## config.mk

```make
export PLATFORM = sky130hd
export DESIGN_NAME = param_rtc
export DESIGN_NICKNAME = d
export VERILOG_FILES = /design/src/rtl/param_rtc.sv
export SDC_FILE = /design/constraint.sdc
export NUM_CORES = 1
export LEC_CHECK = 0
export CORE_ASPECT_RATIO = 1.75
export CORE_MARGIN = 3
export CORE_UTILIZATION = 55
export CTS_BUF_LIST = sky130_fd_sc_hd__clkbuf_4 sky130_fd_sc_hd__clkbuf_8
export DETAILED_ROUTE_END_ITERATION = 8
export PLACE_DENSITY = 0.83
export SYNTH_ARGS = -nofsm -noshare
export SYNTH_HDL_FRONTEND = slang
export SYNTH_SLANG_ARGS = --single-unit
```

## constraint.sdc

```tcl
create_clock -name clk -period 2.5 [get_ports clk]
set_input_delay 0.625 -clock clk [delete_from_list [all_inputs] [get_ports clk]]
set_output_delay 0.625 -clock clk [all_outputs]
set_load 0.01 [all_outputs]
```

## src/rtl/param_rtc.sv

```systemverilog
// Real-time clock: prescaled one-second tick, 24h time with 12h display mapping, day counter, one alarm.
// Latency: time, alarm and set_err register one cycle after tick/set_en/alm_wr; tick, qhr and pm are combinational.
// No backpressure: every request is accepted in the cycle it is presented.
module param_rtc #(
    parameter int CLK_DIV = 1,
    parameter int DAY_W   = 8
) (
    input  logic             clk,
    input  logic             rst,
    input  logic             run,
    input  logic             mode12,
    input  logic             set_en,
    input  logic [4:0]       set_hr,
    input  logic [5:0]       set_min,
    input  logic [5:0]       set_sec,
    input  logic             alm_wr,
    input  logic [4:0]       alm_hr,
    input  logic [5:0]       alm_min,
    input  logic             alm_ack,
    output logic [5:0]       qsec,
    output logic [5:0]       qmin,
    output logic [4:0]       qhr,
    output logic             pm,
    output logic [DAY_W-1:0] qday,
    output logic             tick,
    output logic             alarm,
    output logic             set_err
);
    localparam int PW = 16;
    localparam logic [PW-1:0] PRE_MAX = PW'(CLK_DIV - 1);

    logic [PW-1:0] pre;
    logic [4:0]    hr;
    logic [4:0]    alm_hr_q;
    logic [5:0]    alm_min_q;
    logic          armed;

    logic          set_ok;
    logic          alm_ok;
    logic          pre_end;
    logic [5:0]    nsec;
    logic [5:0]    nmin;
    logic [4:0]    nhr;
    logic          day_inc;
    logic          match;

    assign set_ok  = (set_hr <= 5'd23) && (set_min <= 6'd59) && (set_sec <= 6'd59);
    assign alm_ok  = (alm_hr <= 5'd23) && (alm_min <= 6'd59);
    assign pre_end = (pre == PRE_MAX);
    // Gated by rst so the CLK_DIV=1 case still reads 0 during reset.
    assign tick    = run & pre_end & ~rst;

    always_comb begin
        nsec    = qsec;
        nmin    = qmin;
        nhr     = hr;
        day_inc = 1'b0;
        if (qsec == 6'd59) begin
            nsec = 6'd0;
            if (qmin == 6'd59) begin
                nmin = 6'd0;
                if (hr == 5'd23) begin
                    nhr     = 5'd0;
                    day_inc = 1'b1;
                end else begin
                    nhr = hr + 5'd1;
                end
            end else begin
                nmin = qmin + 6'd1;
            end
        end else begin
            nsec = qsec + 6'd1;
        end
    end

    // Only a tick that actually advances the time can raise the alarm; any set_en discards it.
    assign match = armed & tick & ~set_en &
                   (nhr == alm_hr_q) & (nmin == alm_min_q) & (nsec == 6'd0);

    always_ff @(posedge clk or posedge rst) begin
        if (rst) begin
            pre       <= '0;
            hr        <= '0;
            qmin      <= '0;
            qsec      <= '0;
            qday      <= '0;
            alm_hr_q  <= '0;
            alm_min_q <= '0;
            armed     <= 1'b0;
            alarm     <= 1'b0;
            set_err   <= 1'b0;
        end else begin
            if (set_en && set_ok) begin
                pre <= '0;
            end else if (run) begin
                pre <= pre_end ? '0 : pre + PW'(1);
            end

            if (set_en) begin
                if (set_ok) begin
                    hr   <= set_hr;
                    qmin <= set_min;
                    qsec <= set_sec;
                end
            end else if (tick) begin
                hr   <= nhr;
                qmin <= nmin;
                qsec <= nsec;
                if (day_inc) begin
                    qday <= qday + DAY_W'(1);
                end
            end

            if (alm_wr && alm_ok) begin
                alm_hr_q  <= alm_hr;
                alm_min_q <= alm_min;
                armed     <= 1'b1;
            end

            if (match) begin
                alarm <= 1'b1;
            end else if (alm_ack) begin
                alarm <= 1'b0;
            end

            set_err <= (set_en & ~set_ok) | (alm_wr & ~alm_ok);
        end
    end

    always_comb begin
        qhr = hr;
        if (mode12) begin
            if (hr == 5'd0) begin
                qhr = 5'd12;
            end else if (hr > 5'd12) begin
                qhr = hr - 5'd12;
            end
        end
    end

    assign pm = (hr >= 5'd12);

endmodule

```

==> flow_summary.yaml <==
logic_synthesis:
  avgSynthCellArea_um2: 9.16
  synthesis.nets: 439
  synth_seq_area_share_pct: 38.1
  syn-cell-area_um2: 3610
  yosysUniqueCellTypes: 65
  synthCells: 394
  ys_ff_latch: 55
  synth-main-ff-cell: "dfrtp_1"
  ys_top_cells_by_area: "dfrtp_1 38%, ha_1 3.5%, mux2_2 3.4%"
  synth_top_cell_by_area: "dfrtp_1"
  ys_top_cells_by_count: "55 x dfrtp_1, 32 x nand2_1, 26 x nor2_1, 22 x a21oi_1"
  synth_top_area_share_pct: 38.1
  async_flop_share_pct: 100
  synth.most_common_cell: "dfrtp_1"
  synth_edf_count: 0
  yosysWarnings: 0
hold_path:
  whs_path_depth: 1
  min_to: "qday[7]"
  worstHoldStart: "qday[7]"
  hold_path.class: "reg2reg"
die:
  start_util_pct: 57.5
  die_w_um: 67.2
  io_pins: 64
  core_area_um2: 6280
  rows: 38
  die_h_um: 113
  die_area_um2: 7610
critical_path:
  ff2ff_path_depth: 10
  crit_arrival_ns: 1.83
  crit_fanout: 4
  reg2reg_from: "pre[1]"
  crit_type: "in2out"
  cp-start-kind: "input pin"
  r2r-end: "qday[5]"
  worst_setup_path_end_kind: "output pin"
  r2r_setup_slack_ns: 0.11
  required_ns: 1.88
grt:
  overflow: 0
  grt_pass1_vias: 3504
  antenna_found_initial: 0
  grt_max_degree: 43
  grt_pass1_wl_mm: 16.5
  track_usage_pct: 28.2
pwr:
  p_per_area_nw_per_um2: 567
  leakage_nw: 2.06
  peakVddDrop_uv: 592
drt:
  met3RoutedLength_um: 414
  wirelength_mm: 10.2
  drt_iter0_markers: 266
  met1_length_mm: 3.76
  drc: 0
  met2_length_mm: 5.60
  top_layer: "met4"
  wl_per_cell_um: 17.8
  vias: 3474
  via_per_inst: 6.06
  drtAntennaViolNets: 0
  dr.pass1.iters: 5
clocking:
  tritoncts: "done"
  numCtsBuffers: 5
  cts_max_level: 2
  cts_sinks: 55
  clkLatencyLatePin_ns: 0.33
  clk_transition_reported_paths_ns: 0.10
  cts_root_buf: "clkbuf_8"
  hold_buffers: 0
  clock_tree.buffer_depth: 2
timing:
  max_freq_ghz: 0.407
  holdWs_ns: 0.483
  period_share_pct: 98.4
  hold_viol: 0
  tightest_slew_ns: 0.676
  fin_crit_ns: 2.46
  skew_ns: 0.00656
  drv_slew: 0
  relSlewSlack_pct: 54.4
  setup_violations: 0
finish:
  antenna_cells: 0
  seq_area_um2: 1380
  final_core_util_pct: 75.5
  nFillCells: 479
  layout-drive-gt1-share_pct: 16.8
  nNetsFinal: 537
  multi_input_area_um2: 2130
  fin_area_um2: 4740
  area_delta_synth_final_pct: 31.3
placement:
  hpwl_mm: 7.78
  gp_congestion: 0.937
  placed_area_um2: 4600
  io_buffers: 63
run_status:
  status: "completed"
job:
  cap_violations: 0
==> power by group <==
part           switching [mW]  internal [mW]
clock                   0.316          0.202
combinational           0.566          0.534
sequential             0.0907          0.977
==> final cells by class <==
cell class / count / share of cell area (%)
well taps: 80 / 2.11
inverters: 15 / 1.19
multi-input cells: 306 / 44.9
clock buffers: 5 / 1.45
flip-flops and latches: 55 / 29.1
repair buffers: 109 / 20.8
clock inverters: 3 / 0.475
==> kinds of logic after synthesis <==
logic type / Yosys count / synth area share [%]
AND/OR/NAND/NOR: 157 / 24.8
XOR/XNOR: 26 / 6.31
multiplexers: 22 / 6.55
buffers and inverters: 33 / 4.13
AO/OA/AOI/OAI: 91 / 16.6
adder cells (fa/ha/maj): 10 / 3.47
flip-flops: 55 / 38.1
==> what timing repair did <==
action,CTS,global route
gates resized for setup,11,12
pin swaps,0,3
endpoints found under the setup margin,6,9
setup buffers,0,2
==> through the flow <==
| step | TNS [ns] | power, mW | instances | setup WS [ns] |
|---|---|---|---|---|
| finish | 0 | 2.69 | 573 | 0.0403 |
| global placement | -3.35 | 2.14 | 563 | -0.292 |
| global route | -0.0453 | 2.83 | 573 | -0.0428 |
| CTS | 0 | 2.67 | 571 | 0.0126 |
| floorplan | 0 | 1.67 | 394 | 0.308 |
| detailed placement | -4.03 | 2.17 | 563 | -0.322 |
==> worst max path at each step <==
stage	start	endpoint	slack, ns	cells after the start
2_1_floorplan	qsec[0]	alarm	0.31	8
3_3_place_gp	mode12	qhr[4]	-0.29	5
3_5_place_dp	mode12	qhr[4]	-0.32	5
4_1_cts	mode12	qhr[4]	0.01	5
5_1_grt	pre[1]	qday[5]	-0.04	10
6_report	mode12	qhr[1]	0.04	5
==> critical path, cell delays in order <==
cell	delay [ns]
clkdlybuf4s50_1	0.49
buf_4	0.12
nand4b_1	0.15
and2_1	0.17
dlygate4sd2_1	0.27
==> cell usage in the layout, fill, tap and decap left out, drive strengths merged, types with 5 or more instances in the layout <==
cell type and count:
a21oi 22, a31oi 6, and2 5, and3 13, buf 46, clkbuf 8
clkdlybuf4s50 56, dfrtp 55, ha 10, inv 16, mux2 13, mux2i 9
nand2 32, nand2b 13, nand3 16, nand4 16, nor2 26, nor2b 5
nor3 6, nor4 8, o21ai 27, xnor2 14, xor2 12
==> flip-flops by register name, summed over array words and instances (netlist names) <==
signal,flops
alarm,1
alm_hr_q,5
alm_min_q,6
armed,1
hr,5
pre,16
qday,8
qmin,6
qsec,6
set_err,1
==> layer usage <==
metal | track usage [%] | vias to the layer above
met5 | 0 | -
met4 | 14.1 | 0
met3 | 4.27 | 28
met2 | 50.9 | 115
met1 | 30.5 | 1688
li1 | - | 1643
(Power assumes the default switching activity.)
